===== config.mk =====
export PLATFORM = sky130hd
export DESIGN_NAME = regfile_sequencer_flat
export DESIGN_NICKNAME = d
export VERILOG_FILES = /design/src/rtl/regfile_seq_if.sv /design/src/rtl/regfile_sequencer.sv /design/src/flat_wrapper.sv
export SDC_FILE = /design/constraint.sdc
export NUM_CORES = 1
export LEC_CHECK = 0
export ABC_AREA = 1
export BUFFER_PORTS_ARGS = -buffer_cell sky130_fd_sc_hd__buf_4
export CORE_ASPECT_RATIO = 0.7
export CORE_UTILIZATION = 30
export DETAILED_ROUTE_END_ITERATION = 8
export GPL_ROUTABILITY_DRIVEN = 1
export PLACE_DENSITY = 0.58
export SYNTH_ARGS = -nofsm -noshare
export SYNTH_HDL_FRONTEND = slang
export SYNTH_SLANG_ARGS = --single-unit

===== constraint.sdc =====
create_clock -name clk -period 9.3 [get_ports clk]
set_input_delay 1.86 -clock clk [delete_from_list [all_inputs] [get_ports clk]]
set_output_delay 1.86 -clock clk [all_outputs]
set_load 0.01 [all_outputs]

===== src/rtl/regfile_seq_if.sv =====
// regfile_seq_if: instruction handshake plus register-bank control bundle of regfile_sequencer.
interface regfile_seq_if;
    logic        instr_valid;
    logic        instr_ready;
    logic [31:0] instr;
    logic [31:0] pc;
    logic [31:0] wb_data;
    logic [3:0]  cont;
    logic [4:0]  rr1;
    logic [4:0]  rr2;
    logic [4:0]  wr;
    logic [31:0] wd;
    logic        regwrite;
    logic        done;
    logic        illegal;
    modport master (
        input  instr_valid, instr, pc, wb_data,
        output instr_ready, cont, rr1, rr2, wr, wd, regwrite, done, illegal
    );
    modport slave (
        output instr_valid, instr, pc, wb_data,
        input  instr_ready, cont, rr1, rr2, wr, wd, regwrite, done, illegal
    );
endinterface


===== src/rtl/regfile_sequencer.sv =====
// regfile_sequencer: 10-phase register-file access sequencer for the multicycle MIPS datapath.
// REGFILE_SEQ_ZERO_GUARD_EN: when defined, writes to $zero never raise regwrite.
module regfile_sequencer (
    input  logic           clk,
    input  logic           rst,
    regfile_seq_if.master  bus
);
    typedef enum logic {IDLE, RUN} state_t;
    state_t      state;
    logic [3:0]  cont;
    logic [4:0]  rr1, rr2, wr, dst_q, dec_dst;
    logic [31:0] wd, ewd_q, dec_ewd;
    logic        regwrite, done, illegal;
    logic        wen_q, early_q, ill_q, dec_w, dec_early, dec_ill, dst_ok;
    logic [5:0]  op;
    assign op = bus.instr[31:26];
    always_comb begin
        dec_w     = 1'b0;
        dec_early = 1'b0;
        dec_ill   = 1'b0;
        dec_dst   = bus.instr[20:16];
        dec_ewd   = {bus.instr[15:0], 16'h0000};
        case (op)
            6'h00: begin
                dec_w   = bus.instr[5:0] != 6'h08;
                dec_dst = bus.instr[15:11];
            end
            6'h08, 6'h0A, 6'h0C, 6'h0D, 6'h23: dec_w = 1'b1;
            6'h0F: begin
                dec_w     = 1'b1;
                dec_early = 1'b1;
            end
            6'h03: begin
                dec_w     = 1'b1;
                dec_early = 1'b1;
                dec_dst   = 5'd31;
                dec_ewd   = bus.pc + 32'd4;
            end
            6'h02, 6'h04, 6'h05, 6'h2B: dec_w = 1'b0;
            default: dec_ill = 1'b1;
        endcase
    end
`ifdef REGFILE_SEQ_ZERO_GUARD_EN
    assign dst_ok = dst_q != 5'd0;
`else
    assign dst_ok = 1'b1;
`endif
    always_ff @(posedge clk or posedge rst) begin
        if (rst) begin
            state    <= IDLE;
            cont     <= 4'd0;
            rr1      <= 5'd0;
            rr2      <= 5'd0;
            wr       <= 5'd0;
            wd       <= 32'd0;
            regwrite <= 1'b0;
            done     <= 1'b0;
            illegal  <= 1'b0;
            wen_q    <= 1'b0;
            early_q  <= 1'b0;
            ill_q    <= 1'b0;
            dst_q    <= 5'd0;
            ewd_q    <= 32'd0;
        end else if (state == IDLE) begin
            if (bus.instr_valid) begin
                state   <= RUN;
                cont    <= 4'd0;
                rr1     <= bus.instr[25:21];
                rr2     <= bus.instr[20:16];
                wen_q   <= dec_w;
                early_q <= dec_early;
                ill_q   <= dec_ill;
                dst_q   <= dec_dst;
                ewd_q   <= dec_ewd;
            end
        end else begin
            state    <= cont == 4'd9 ? IDLE : RUN;
            cont     <= cont == 4'd9 ? 4'd0 : cont + 4'd1;
            regwrite <= wen_q && dst_ok && (early_q ? cont == 4'd5 : cont == 4'd8);
            done     <= cont == 4'd8;
            illegal  <= cont == 4'd8 && ill_q;
            // wr/wd load even when the zero guard suppresses the strobe
            if (wen_q && early_q && cont == 4'd5) begin
                wr <= dst_q;
                wd <= ewd_q;
            end
            if (wen_q && !early_q && cont == 4'd8) begin
                wr <= dst_q;
                wd <= bus.wb_data;
            end
        end
    end
    assign bus.instr_ready = state == IDLE;
    assign bus.cont        = cont;
    assign bus.rr1         = rr1;
    assign bus.rr2         = rr2;
    assign bus.wr          = wr;
    assign bus.wd          = wd;
    assign bus.regwrite    = regwrite;
    assign bus.done        = done;
    assign bus.illegal     = illegal;
endmodule


===== src/flat_wrapper.sv =====
// flat-port wrapper written by rule: the top's interface ports become plain ports
module regfile_sequencer_flat 
  (clk, rst, bus_instr_valid, bus_instr, bus_pc, bus_wb_data, bus_instr_ready, bus_cont, bus_rr1, bus_rr2, bus_wr, bus_wd, bus_regwrite, bus_done, bus_illegal);
  regfile_seq_if bus_i ();
  input  logic clk;
  input  logic rst;
  input wire logic [$bits(bus_i.instr_valid)-1:0] bus_instr_valid;
  input wire logic [$bits(bus_i.instr)-1:0] bus_instr;
  input wire logic [$bits(bus_i.pc)-1:0] bus_pc;
  input wire logic [$bits(bus_i.wb_data)-1:0] bus_wb_data;
  output wire logic [$bits(bus_i.instr_ready)-1:0] bus_instr_ready;
  output wire logic [$bits(bus_i.cont)-1:0] bus_cont;
  output wire logic [$bits(bus_i.rr1)-1:0] bus_rr1;
  output wire logic [$bits(bus_i.rr2)-1:0] bus_rr2;
  output wire logic [$bits(bus_i.wr)-1:0] bus_wr;
  output wire logic [$bits(bus_i.wd)-1:0] bus_wd;
  output wire logic [$bits(bus_i.regwrite)-1:0] bus_regwrite;
  output wire logic [$bits(bus_i.done)-1:0] bus_done;
  output wire logic [$bits(bus_i.illegal)-1:0] bus_illegal;
  assign bus_i.instr_valid = bus_instr_valid;
  assign bus_i.instr = bus_instr;
  assign bus_i.pc = bus_pc;
  assign bus_i.wb_data = bus_wb_data;
  assign bus_instr_ready = bus_i.instr_ready;
  assign bus_cont = bus_i.cont;
  assign bus_rr1 = bus_i.rr1;
  assign bus_rr2 = bus_i.rr2;
  assign bus_wr = bus_i.wr;
  assign bus_wd = bus_i.wd;
  assign bus_regwrite = bus_i.regwrite;
  assign bus_done = bus_i.done;
  assign bus_illegal = bus_i.illegal;
  regfile_sequencer u_core (.clk(clk), .rst(rst), .bus(bus_i));
endmodule

==> Implementation_results.wiki, run 1 <==
{| class="wikitable"
! Metric !! Value
|-
| Mean area per synthesized cell || approximately 7.1 sq um
|-
| Number of flip-flops and latches in the synthesized netlist || 95
|-
| Clk sink count || 95
|-
| Final net count || ~990
|-
| Ratio of final minimum period to clock period || ~37%
|-
| Placer's final routability congestion estimate || 0.860
|-
| Fraction of layout cells with a size suffix above 1 || a little under a quarter
|-
| Maximum level of the CTS H-tree || 3
|-
| Required time of the critical path || about 9600 ps
|-
| Maximum frequency from static timing analysis || 0.293 GHz
|-
| Slew at the pin closest to its max-slew limit || 790 ps
|-
| Synth Warn # || 0
|-
| Buffers inserted by post-CTS timing repair || 0
|-
| Largest net degree at the start of global routing || 66
|-
| Crit start category || input pin
|-
| Netlist area before placement || 5320 sq um
|-
| Worst IR drop on VDD || 0.000100 V
|-
| Die Footprint || 18300 sq um
|-
| Total design power || 1.71 mW
|-
| Number of hold buffers added after cts || 0
|-
| Antenna violation net count after detailed routing || 0
|-
| Core outline area || 17300 sq um
|-
| Antenna fix cells || 0
|-
| RSZ-0062 raised after global routing || false
|-
| Final WL || 16.0 mm
|-
| Largest clock skew in the final design || 6.91 ps
|-
| Antenna violations before repair || 0
|-
| Hpwl dp || 12.3 mm
|-
| Post-route DRC || 0
|-
| Post-detailed-route via-to-cell ratio || 4.42
|-
| Crit path buf inv count || 5
|-
| Number of instances in the synthesized netlist || 752
|-
| Power density of the placed cells || 247 nW/um^2
|-
| Area grow syn2layout || 29.7%
|-
| Relative slew slack || 47.2%
|-
| Area of the multi-input gates || roughly 2400 sq um
|-
| Crit. End Element || flop
|-
| Vertical die dimension || ~110 um
|-
| Worst min-delay path class || flop to flop
|-
| Run status || complete, no violations
|-
| Number of buffers inserted during clock tree synthesis || 9
|-
| Number of different library cells in the post-synthesis netlist || 33
|-
| First-pass GRT wire length || about 26 mm
|-
| Die W || approximately 160 um
|-
| Routed length per placed instance || ~14 um
|-
| Standby leakage power || 3.70 nW
|-
| Area taken by flip-flops and latches || roughly 2400 sq um
|-
| Top-level I/O count || 154
|-
| Standard-cell row count || 40
|-
| Latest clock arrival within the worst-skew pair || ~350 ps
|-
| Max-Cap Viols || 0
|-
| Number of global-route vias before repair || between 4k and 5k
|-
| Post-Syn Nets || 852
|-
| Max stage delay on crit path || 440 ps
|-
| Total of buffers placed on input and output ports || 153
|-
| Largest fanout of any net on the critical path || a little under 50
|-
| TritonRoute pass-1 iters || 4
|-
| Cell chain of the critical path || buf_4 > inv_1 > nor2_2 > buf_4 > inv_2 > nor2_4 > inv_2 > nand2_1 > o21ai_1 > nand2_1
|-
| Remaining global-route overflow || 0
|-
| Number of max-slew violations in the final report || 0
|-
| DR iter-0 viols || ~310
|-
| Vias || 4989
|-
| Final number of setup-violating endpoints || 0
|-
| CP Class || input pin to flop
|-
| Shortest period the worst path allows || roughly 3400 ps
|-
| Effective utilization at floorplan || a little under a third
|-
| Number of filler instances in the final layout || 1893
|-
| Worst-case hold slack || 475 ps
|-
| Share of synthesized area occupied by flip-flops and latches || roughly 45%
|-
| TritonCTS clock tree || built
|-
| Maximum buffer depth of the clock tree || 2
|-
| Number of instances resized during post-cts repair || 0
|-
| Cell class contributing the biggest share of worst-path delay || buffers and inverters
|-
| All-Layer GR Usage || a little under a fifth
|-
| Clock Pin Slew Worst Setup and Hold Paths || roughly 60 ps
|-
| Arrival time worst endpoint || 3690 ps
|-
| Hold Violations, Final || 0
|-
| Root Buffer || sky130_fd_sc_hd__clkbuf_16
|-
| Final-layout setup total negative slack || 0 ps
|-
| Standard cell with the maximum stage delay on the critical path || sky130_fd_sc_hd__nor2_4
|}
tightest hold or removal path: cells and delay by family (launching register included):
family / cells / cell delay [ps]
DFF: 1 / 340
and+or+nand+nor: 2 / 110
cells in the mapped netlist:
master | n | area [sq um]
sky130_fd_sc_hd__nor2_1 | 46 | 173
sky130_fd_sc_hd__nand3_1 | 36 | 180
sky130_fd_sc_hd__o32ai_1 | 1 | 8.76
sky130_fd_sc_hd__o31ai_1 | 1 | 7.51
sky130_fd_sc_hd__xor2_1 | 2 | 17.5
sky130_fd_sc_hd__o21ai_1 | 51 | 255
sky130_fd_sc_hd__nor2_4 | 7 | 78.8
sky130_fd_sc_hd__dfrtp_1 | 95 | 2380
sky130_fd_sc_hd__a21oi_1 | 14 | 70.1
sky130_fd_sc_hd__buf_4 | 4 | 30.0
sky130_fd_sc_hd__buf_2 | 13 | 65.1
sky130_fd_sc_hd__xnor2_1 | 2 | 17.5
sky130_fd_sc_hd__nand2_2 | 5 | 31.3
sky130_fd_sc_hd__and2_0 | 1 | 6.26
sky130_fd_sc_hd__clkbuf_1 | 2 | 7.51
sky130_fd_sc_hd__o21bai_1 | 2 | 15.0
sky130_fd_sc_hd__or2_1 | 1 | 6.26
sky130_fd_sc_hd__nand3b_1 | 2 | 15.0
sky130_fd_sc_hd__inv_2 | 6 | 22.5
sky130_fd_sc_hd__nor3_1 | 1 | 5.00
sky130_fd_sc_hd__nand4_2 | 1 | 12.5
sky130_fd_sc_hd__o21ai_0 | 22 | 110
sky130_fd_sc_hd__or2_2 | 4 | 25.0
sky130_fd_sc_hd__nand2_4 | 2 | 22.5
sky130_fd_sc_hd__and2_1 | 3 | 18.8
sky130_fd_sc_hd__inv_1 | 85 | 319
sky130_fd_sc_hd__nor2_2 | 9 | 56.3
sky130_fd_sc_hd__nand4_1 | 3 | 18.8
sky130_fd_sc_hd__nand2_1 | 309 | 1160
sky130_fd_sc_hd__o22ai_1 | 11 | 68.8
sky130_fd_sc_hd__ha_1 | 1 | 12.5
sky130_fd_sc_hd__buf_6 | 8 | 90.1
sky130_fd_sc_hd__o21ai_2 | 2 | 17.5
cell families (layout without fill, tap and decap cells):
| group | count (synthesis) | after routing | synth area share (%) |
|---|---|---|---|
| AND/OR/NAND/NOR | 430 | 430 | 34.0 |
| buffers and inverters | 118 | 263 | 10.0 |
| AO/OA/AOI/OAI | 104 | 104 | 10.4 |
| flip-flops | 95 | 95 | 44.7 |
| XOR/XNOR | 4 | 4 | 0.658 |
| adder cells (fa/ha/maj) | 1 | 1 | 0.235 |
worst paths after layout:
check / start / end / slack, ps / cells past startpoint
setup reg to reg: u_core.bus.cont[3] / u_core.bus.wr[0] / 6900 / 9
setup / recovery: bus_instr_valid / u_core.ewd_q[18] / 5890 / 10
hold / removal: u_core.bus.rr1[4] / u_core.bus.rr1[4] / 470 / 2
max in group asynchronous: rst / u_core.dst_q[0] / 6600 / 3
min in group asynchronous: rst / u_core.bus.wr[1] / 1590 / 2
hold reg to reg: u_core.bus.rr1[4] / u_core.bus.rr1[4] / 470 / 2
registers in the layout (all words and copies together) (netlist names):
register             cells
u_core.bus.illegal       1
u_core.ill_q             1
u_core.bus.done          1
u_core.bus.cont          4
u_core.bus.wd           32
u_core.wen_q             1
u_core.state             1
u_core.bus.regwrite      1
u_core.bus.rr2           5
u_core.dst_q             5
u_core.bus.rr1           5
u_core.early_q           1
u_core.ewd_q            32
u_core.bus.wr            5
layer usage:
metal	global-route usage, %	part of all wire [%]	routed length, um	vias to the layer above
met2	23.2	37	5920	144
met4	4.21	0.86	138	0
met1	29.7	55	8870	2216
met5	0	0	0	-
li1	-	-	-	2619
met3	4.55	6.9	1100	10
cell type report:
type                    count  area share [%]
inverters                  91            4.99
well taps                 231            4.19
clock buffers              13            3.92
clock inverters             3           0.580
flip-flops and latches     95            34.4
multi-input cells         539            34.9
repair buffers            156            17.0
power breakdown:
| part | internal [mW] | leakage [nW] | total (mW) | switching [mW] |
|---|---|---|---|---|
| registers | 0.580 | 1.18 | 0.698 | 0.118 |
| clock network | 0.230 | 0.156 | 0.386 | 0.156 |
| logic | 0.287 | 2.37 | 0.622 | 0.336 |
| total | 1.10 | 3.70 | 1.71 | 0.610 |
stage by stage:
step                      setup slack (ps)  instances  util, %  cell area (sq um)
after floorplan                       4960        752        -               5320
after global placement                5590       1112     38.2               6590
after detailed placement              5560       1112     38.2               6590
after CTS                             5910       1128     40.0               6900
after global routing                  5660       1128     40.0               6900
final                                 5890       1128     40.0               6900
placed cells by master, fill, tap and decap left out, types with 2 or more instances in the layout:
cell type / instances
sky130_fd_sc_hd__a21oi_1: 14
sky130_fd_sc_hd__clkinv_2: 2
sky130_fd_sc_hd__nor2_4: 7
sky130_fd_sc_hd__clkbuf_16: 9
sky130_fd_sc_hd__and2_1: 3
sky130_fd_sc_hd__o21ai_0: 22
sky130_fd_sc_hd__inv_1: 84
sky130_fd_sc_hd__nor2_1: 46
sky130_fd_sc_hd__nand2_4: 2
sky130_fd_sc_hd__nand3_1: 36
sky130_fd_sc_hd__nand2_2: 5
sky130_fd_sc_hd__o21bai_1: 2
sky130_fd_sc_hd__o22ai_1: 11
sky130_fd_sc_hd__xor2_1: 2
sky130_fd_sc_hd__clkbuf_8: 3
sky130_fd_sc_hd__xnor2_1: 2
sky130_fd_sc_hd__nand2_1: 309
sky130_fd_sc_hd__buf_4: 156
sky130_fd_sc_hd__nor2_2: 9
sky130_fd_sc_hd__inv_2: 6
sky130_fd_sc_hd__o21ai_1: 51
sky130_fd_sc_hd__dfrtp_1: 95
sky130_fd_sc_hd__nand4_1: 3
sky130_fd_sc_hd__nand3b_1: 2
sky130_fd_sc_hd__o21ai_2: 2
sky130_fd_sc_hd__or2_2: 4
No activity file was read; power rests on OpenSTA's default activity.
==> run 2, diff against run 1 <==
- PLACE_DENSITY: 0.58 -> 0.6
- clock period: 9.3 -> 2.8 ns (I/O delays scaled with it)
==> Implementation_results.wiki, run 2 (synthesis gave the netlist of run 1 again) <==
{| class="wikitable"
! Metric !! Value
|-
| Standard-cell row count || 40 (unchanged)
|-
| All-Layer GR Usage || 18.3% (+0.024 points)
|-
| TritonRoute pass-1 iters || 4 (unchanged)
|-
| Largest net degree at the start of global routing || 65 (-1.5%)
|-
| Maximum level of the CTS H-tree || 3 (unchanged)
|-
| Root Buffer || sky130_fd_sc_hd__clkbuf_16
|-
| Shortest period the worst path allows || 1830 ps
|-
| Number of global-route vias before repair || 4651 (-0.49%)
|-
| DR iter-0 viols || 412 (+31%)
|-
| Max-Cap Viols || 0 (unchanged)
|-
| Final instance count without filler cells || 1130 (+0.18%)
|-
| Run status || complete, no violations
|-
| Number of cells in the design after placement || 1114 (+0.18%)
|-
| Clock Pin Slew Worst Setup and Hold Paths || 70 ps (about the same)
|-
| Antenna fix cells || 0 (unchanged)
|-
| Vertical die dimension || 113 um (unchanged)
|-
| Area taken by flip-flops and latches || 2380 sq um (unchanged)
|-
| Area of the multi-input gates || 2410 sq um (unchanged)
|-
| First-pass GRT wire length || 25.7 mm (-0.38%)
|-
| Reg2reg path depth || 7 (-2)
|-
| Post-detailed-route via-to-cell ratio || 4.44 (+0.30%)
|-
| Placer's final routability congestion estimate || 0.870 (+1.1%)
|-
| Standby leakage power || 3.69 nW (-0.40%)
|-
| Number of max-slew violations in the final report || 0 (unchanged)
|-
| Antenna violation net count after detailed routing || 0 (unchanged)
|-
| Top-level I/O count || 154 (unchanged)
|-
| Crit. End Element || flop
|-
| Remaining global-route overflow || 0 (unchanged)
|-
| Arrival time worst endpoint || 2120 ps (-1570 ps)
|-
| Total of buffers placed on input and output ports || 153 (unchanged)
|-
| Area grow syn2layout || 29.6% (about the same)
|-
| Largest clock skew in the final design || 6.65 ps (-0.261 ps)
|-
| Slew at the pin closest to its max-slew limit || 625 ps (-166 ps)
|-
| Final number of setup-violating endpoints || 0 (unchanged)
|-
| Crit start category || flop
|-
| Buffers inserted by post-CTS timing repair || 0 (unchanged)
|-
| Relative slew slack || 58.4% (+11 points)
|-
| Power density of the placed cells || 805 nW/um^2 (+230%)
|-
| Number of hold buffers added after cts || 0 (unchanged)
|-
| Effective utilization at floorplan || 30.8% (unchanged)
|-
| Antenna violations before repair || 0 (unchanged)
|-
| Worst min-delay path class || input pin to asynchronous set/reset pin
|-
| Post-route DRC || 0 (unchanged)
|-
| Required time of the critical path || 3090 ps (-6490 ps)
|-
| Vias || 5013 (+0.48%)
|-
| Hold Violations, Final || 0 (unchanged)
|-
| Final-layout setup total negative slack || 0 ps (unchanged)
|-
| RSZ-0062 raised after global routing || false
|-
| Die W || 161 um (unchanged)
|-
| Registers with the most flip-flops || u_core.bus.wd (32), u_core.ewd_q (32)
|-
| Worst IR drop on VDD || 0.000333 V (+230%)
|-
| Number of instances resized during post-cts repair || 0 (unchanged)
|-
| CP Class || flop to flop
|-
| Ratio of final minimum period to clock period || 65.2%
|-
| Largest fanout of any net on the critical path || 55 (+12%)
|-
| Final net count || 994 (+0.20%)
|-
| Maximum frequency from static timing analysis || 0.548 GHz
|-
| Fraction of layout cells with a size suffix above 1 || 23.4% (+0.17 points)
|-
| TritonCTS clock tree || built
|-
| Latest clock arrival within the worst-skew pair || 350 ps (about the same)
|-
| Most frequent cells in the layout || sky130_fd_sc_hd__nand2_1, sky130_fd_sc_hd__buf_4, sky130_fd_sc_hd__dfrtp_1, sky130_fd_sc_hd__inv_1, sky130_fd_sc_hd__o21ai_1
|-
| Register-to-Register Setup Slack || 970 ps (-5930 ps)
|-
| Most common library cell in the layout ignoring fill and taps || sky130_fd_sc_hd__nand2_1
|-
| Hpwl dp || 12.2 mm (-0.98%)
|-
| Maximum buffer depth of the clock tree || 2 (unchanged)
|-
| Die Footprint || 18300 sq um (unchanged)
|-
| Core outline area || 17300 sq um (unchanged)
|-
| Number of buffers inserted during clock tree synthesis || 9 (unchanged)
|-
| Routed length per placed instance || 14.1 um (-0.58%)
|-
| Number of filler instances in the final layout || 1852 (-2.2%)
|-
| Clk sink count || 95 (unchanged)
|-
| Final WL || 16.0 mm (-0.41%)
|}
run 2: cell type report:
class | instances | share of cell area (%)
well taps | 231 | 4.19
flip-flops and latches | 95 | 34.5
clock inverters | 5 | 0.490
repair buffers | 158 | 17.4
multi-input cells | 539 | 34.9
inverters | 91 | 5.01
clock buffers | 11 | 3.52
run 2: report_power, final:
| group | switching, mW | total (mW) | internal (mW) |
|---|---|---|---|
| sequential | 0.382 | 2.31 | 1.93 |
| clock | 0.545 | 1.17 | 0.625 |
| combinational | 1.12 | 2.08 | 0.959 |
run 2: through the flow:
stage	cell area, sq um	hold WS (ps)	total power [mW]	setup slack (ps)	utilization [%]
after CTS	6900	135	5.60	931	39.9
after floorplan	5330	442	3.39	1120	-
after global placement	6620	455	4.39	935	38.3
after detailed placement	6620	459	4.41	930	38.3
after global routing	6900	138	5.98	700	39.9
final	6900	135	5.55	975	39.9
run 2: worst paths after layout:
path / start / to
max: u_core.bus.cont[0] / u_core.bus.wr[2]
max reg2reg: u_core.bus.cont[0] / u_core.bus.wr[2]
min: rst / u_core.bus.wr[0]
min in group clk: bus_instr[21] / u_core.bus.rr1[0]
max in group asynchronous: rst / u_core.ewd_q[24]
min reg2reg: u_core.bus.rr1[1] / u_core.bus.rr1[1]
run 2: critical path, stage by stage (launching register included):
cell and delay (ps):
sky130_fd_sc_hd__dfrtp_1 430, sky130_fd_sc_hd__nor2_2 180, sky130_fd_sc_hd__nand4_2 130, sky130_fd_sc_hd__o21ai_2 100, sky130_fd_sc_hd__nand2_4 310, sky130_fd_sc_hd__inv_2 420, sky130_fd_sc_hd__nand2_1 110, sky130_fd_sc_hd__nand2_1 70
run 2: metal layers:
layer	part of all wire (%)	vias up	track usage [%]
met5	0	-	0
met4	0.86	0	3.77
met3	5.8	11	4.11
met2	38	137	23.2
met1	56	2241	30.3
li1	-	2624	-
==> run 3, diff against run 2 <==
- clock period: 2.8 -> 1.62 ns (I/O delays scaled with it)
==> Implementation_results.wiki, run 3 (synthesis gave the netlist of run 1 again) <==
{| class="wikitable"
! Metric !! Value
|-
| Internal power summed over all cells || 6.32 mW (+80%)
|-
| Standard cell with the maximum stage delay on the critical path || sky130_fd_sc_hd__dfrtp_1
|-
| Largest net degree at the start of global routing || 66 (+1.5%)
|-
| Placer's final routability congestion estimate || 0.873 (+0.40%)
|-
| Standard-cell row count || 40 (unchanged)
|-
| Effective utilization at floorplan || 30.8% (unchanged)
|-
| First-pass GRT wire length || 25.5 mm (-0.70%)
|-
| Sw frac || 35.8% (-1.1 points)
|-
| Number of cells in the design after placement || 1129 (+1.3%)
|-
| CP Class || flop to output pin
|-
| Antenna fix cells || 0 (unchanged)
|-
| Hold Violations, Final || 0 (unchanged)
|-
| Required time of the critical path || 1300 ps (-1790 ps)
|-
| Number of global-route vias before repair || 4739 (+1.9%)
|-
| Fraction of layout cells with a size suffix above 1 || 24.3% (+0.93 points)
|-
| Clock Pin Slew Worst Setup and Hold Paths || 60 ps (about the same)
|-
| Number of buffers inserted during clock tree synthesis || 9 (unchanged)
|-
| Die W || 161 um (unchanged)
|-
| Remaining global-route overflow || 0 (unchanged)
|-
| Top-level I/O count || 154 (unchanged)
|-
| Hpwl dp || 12.5 mm (+2.5%)
|-
| Core outline area || 17300 sq um (unchanged)
|-
| Final net count || 1010 (+1.6%)
|-
| Area grow syn2layout || 33.4%
|-
| Antenna violation net count after detailed routing || 0 (unchanged)
|-
| Relative slew slack || 74.7% (+16 points)
|-
| Final number of setup-violating endpoints || 0 (unchanged)
|-
| TritonRoute pass-1 iters || 5 (+1)
|-
| Crit start category || flop
|-
| Final instance count without filler cells || 1145 (+1.3%)
|-
| All-Layer GR Usage || 18.1% (-0.27 points)
|-
| Switching power summed over all nets || 3.52 mW (+72%)
|-
| Slew at the pin closest to its max-slew limit || 379 ps (-245 ps)
|-
| Arrival time worst endpoint || 1190 ps (-930 ps)
|-
| Standby leakage power || 3.80 nW (+2.9%)
|-
| Most common library cell in the layout ignoring fill and taps || sky130_fd_sc_hd__nand2_1
|-
| TritonCTS clock tree || built
|-
| Root Buffer || sky130_fd_sc_hd__clkbuf_16
|-
| Number of max-slew violations in the final report || 0 (unchanged)
|-
| Largest fanout of any net on the critical path || 7 (-87%)
|-
| Crit. End Element || output pin
|-
| Run status || complete, no violations
|-
| Shortest period the worst path allows || 1520 ps
|-
| Maximum buffer depth of the clock tree || 2 (unchanged)
|-
| Worst IR drop on VDD || 0.000654 V (+97%)
|-
| Vias || 5088 (+1.5%)
|-
| DR iter-0 viols || 392 (-4.9%)
|-
| Max-Cap Viols || 0 (unchanged)
|-
| Max stage delay on crit path || 390 ps (-40 ps)
|-
| Maximum level of the CTS H-tree || 3 (unchanged)
|-
| Post-detailed-route via-to-cell ratio || 4.44 (+0.17%)
|-
| Clk sink count || 95 (unchanged)
|-
| Registers with the most flip-flops || u_core.bus.wd (32), u_core.ewd_q (32)
|-
| Most used cell along the critical path || sky130_fd_sc_hd__buf_4
|-
| Routed length per placed instance || 14.1 um (about the same)
|-
| Cell chain of the critical path || buf_4 > inv_1 > buf_4
|-
| Share of power burned in the clock network || 20.6% (-0.5 points)
|-
| Final WL || 16.2 mm (+1.3%)
|-
| Ratio of final minimum period to clock period || between 90 and 100%
|-
| Power share of the combinational group || 39.3% (+1.9 points)
|-
| Maximum frequency from static timing analysis || 0.660 GHz
|-
| Latest clock arrival within the worst-skew pair || 340 ps (about the same)
|-
| Worst min-delay path class || input pin to flop
|-
| Final-layout setup total negative slack || 0 ps (unchanged)
|-
| Largest clock skew in the final design || 3.42 ps (-3.23 ps)
|-
| Most frequent cells in the layout || sky130_fd_sc_hd__nand2_1, sky130_fd_sc_hd__buf_4, sky130_fd_sc_hd__dfrtp_1, sky130_fd_sc_hd__inv_1, sky130_fd_sc_hd__o21ai_1
|-
| Total of buffers placed on input and output ports || 153 (unchanged)
|-
| Number of filler instances in the final layout || 1830 (-1.2%)
|-
| Post-route DRC || 0 (unchanged)
|-
| Vertical die dimension || 113 um (unchanged)
|-
| RSZ-0062 raised after global routing || false
|-
| Sequential share of power || 40.1% (-1.5 points)
|-
| Power density of the placed cells || 1390 nW/um^2 (+72%)
|-
| Die Footprint || 18300 sq um (unchanged)
|-
| Antenna violations before repair || 0 (unchanged)
|}
[run 3: changes by cell type in the layout (fill, tap and decap cells not counted), sizes merged]
cell	delta
clkinv	-2
buf	+15
clkbuf	+4
dlygate4sd3	+1
inv	-1
clkinvlp	-2
[run 3: final cells by class]
type	count	area (sq um)	share of cell area, %
inverter	91	347	4.88
clock buffer	15	278	3.91
timing repair buffer	174	1400	19.7
sequential	95	2380	33.5
tap	231	289	4.07
multi-input combinational	539	2410	34.0
[run 3: critical path: cells and delay by family (launching register included)]
kind | cells | cell delay, ps
buf+inv | 3 | 470
flops | 1 | 390
[run 3: metal layers]
layer	up-vias	GRT usage, %	wire length (um)
li1	2640	-	-
met1	2292	29.3	8970
met2	147	23.4	6140
met3	9	4.55	933
met4	0	3.27	117
met5	-	0	0
[run 3: worst paths after layout]
check | endpoint | startpoint | slack, ps | depth (start not counted)
min | u_core.bus.rr1[1] | bus_instr[22] | 180 | 3
max in group asynchronous | u_core.bus.wd[1] | rst | 640 | 4
max | bus_instr_ready | u_core.state | 100 | 3
min reg2reg | u_core.bus.rr1[1] | u_core.bus.rr1[1] | 470 | 2
max reg2reg | u_core.bus.wd[12] | u_core.bus.cont[1] | 170 | 8
min in group asynchronous | u_core.bus.regwrite | rst | 420 | 3
[run 3: through the flow]
| step | setup slack, ps | total power [mW] | cell area, sq um | util [%] | hold slack, ps |
|---|---|---|---|---|---|
| global placement | 47.1 | 7.82 | 6810 | 39.4 | 217 |
| global route | 38.6 | 10.6 | 7100 | 41.1 | 162 |
| detailed placement | 35.1 | 7.88 | 6810 | 39.4 | 217 |
| CTS | 99.3 | 9.95 | 7100 | 41.1 | 166 |
| finish | 105 | 9.84 | 7100 | 41.1 | 178 |
| floorplan | 176 | 5.86 | 5330 | - | 426 |
[run 3: power groups by stage]
| stage | Combinational, mW | Sequential (mW) | Clock (mW) |
|---|---|---|---|
| after global routing | 4.33 | 4.04 | 2.18 |
| after global placement | 3.86 | 3.96 | 0 |
| after detailed placement | 3.90 | 3.98 | 0 |
| after floorplan | 1.72 | 4.14 | 0 |
| after CTS | 3.91 | 3.94 | 2.09 |
| final | 3.87 | 3.95 | 2.03 |
[run 3: timing repair]
action / in CTS / in global routing
buffers inserted: 0 / 0
endpoints found under the hold margin: 1 / 0
gates resized for setup: 0 / 1
hold buffers: 1 / 0
endpoints found under the setup margin: 0 / 2
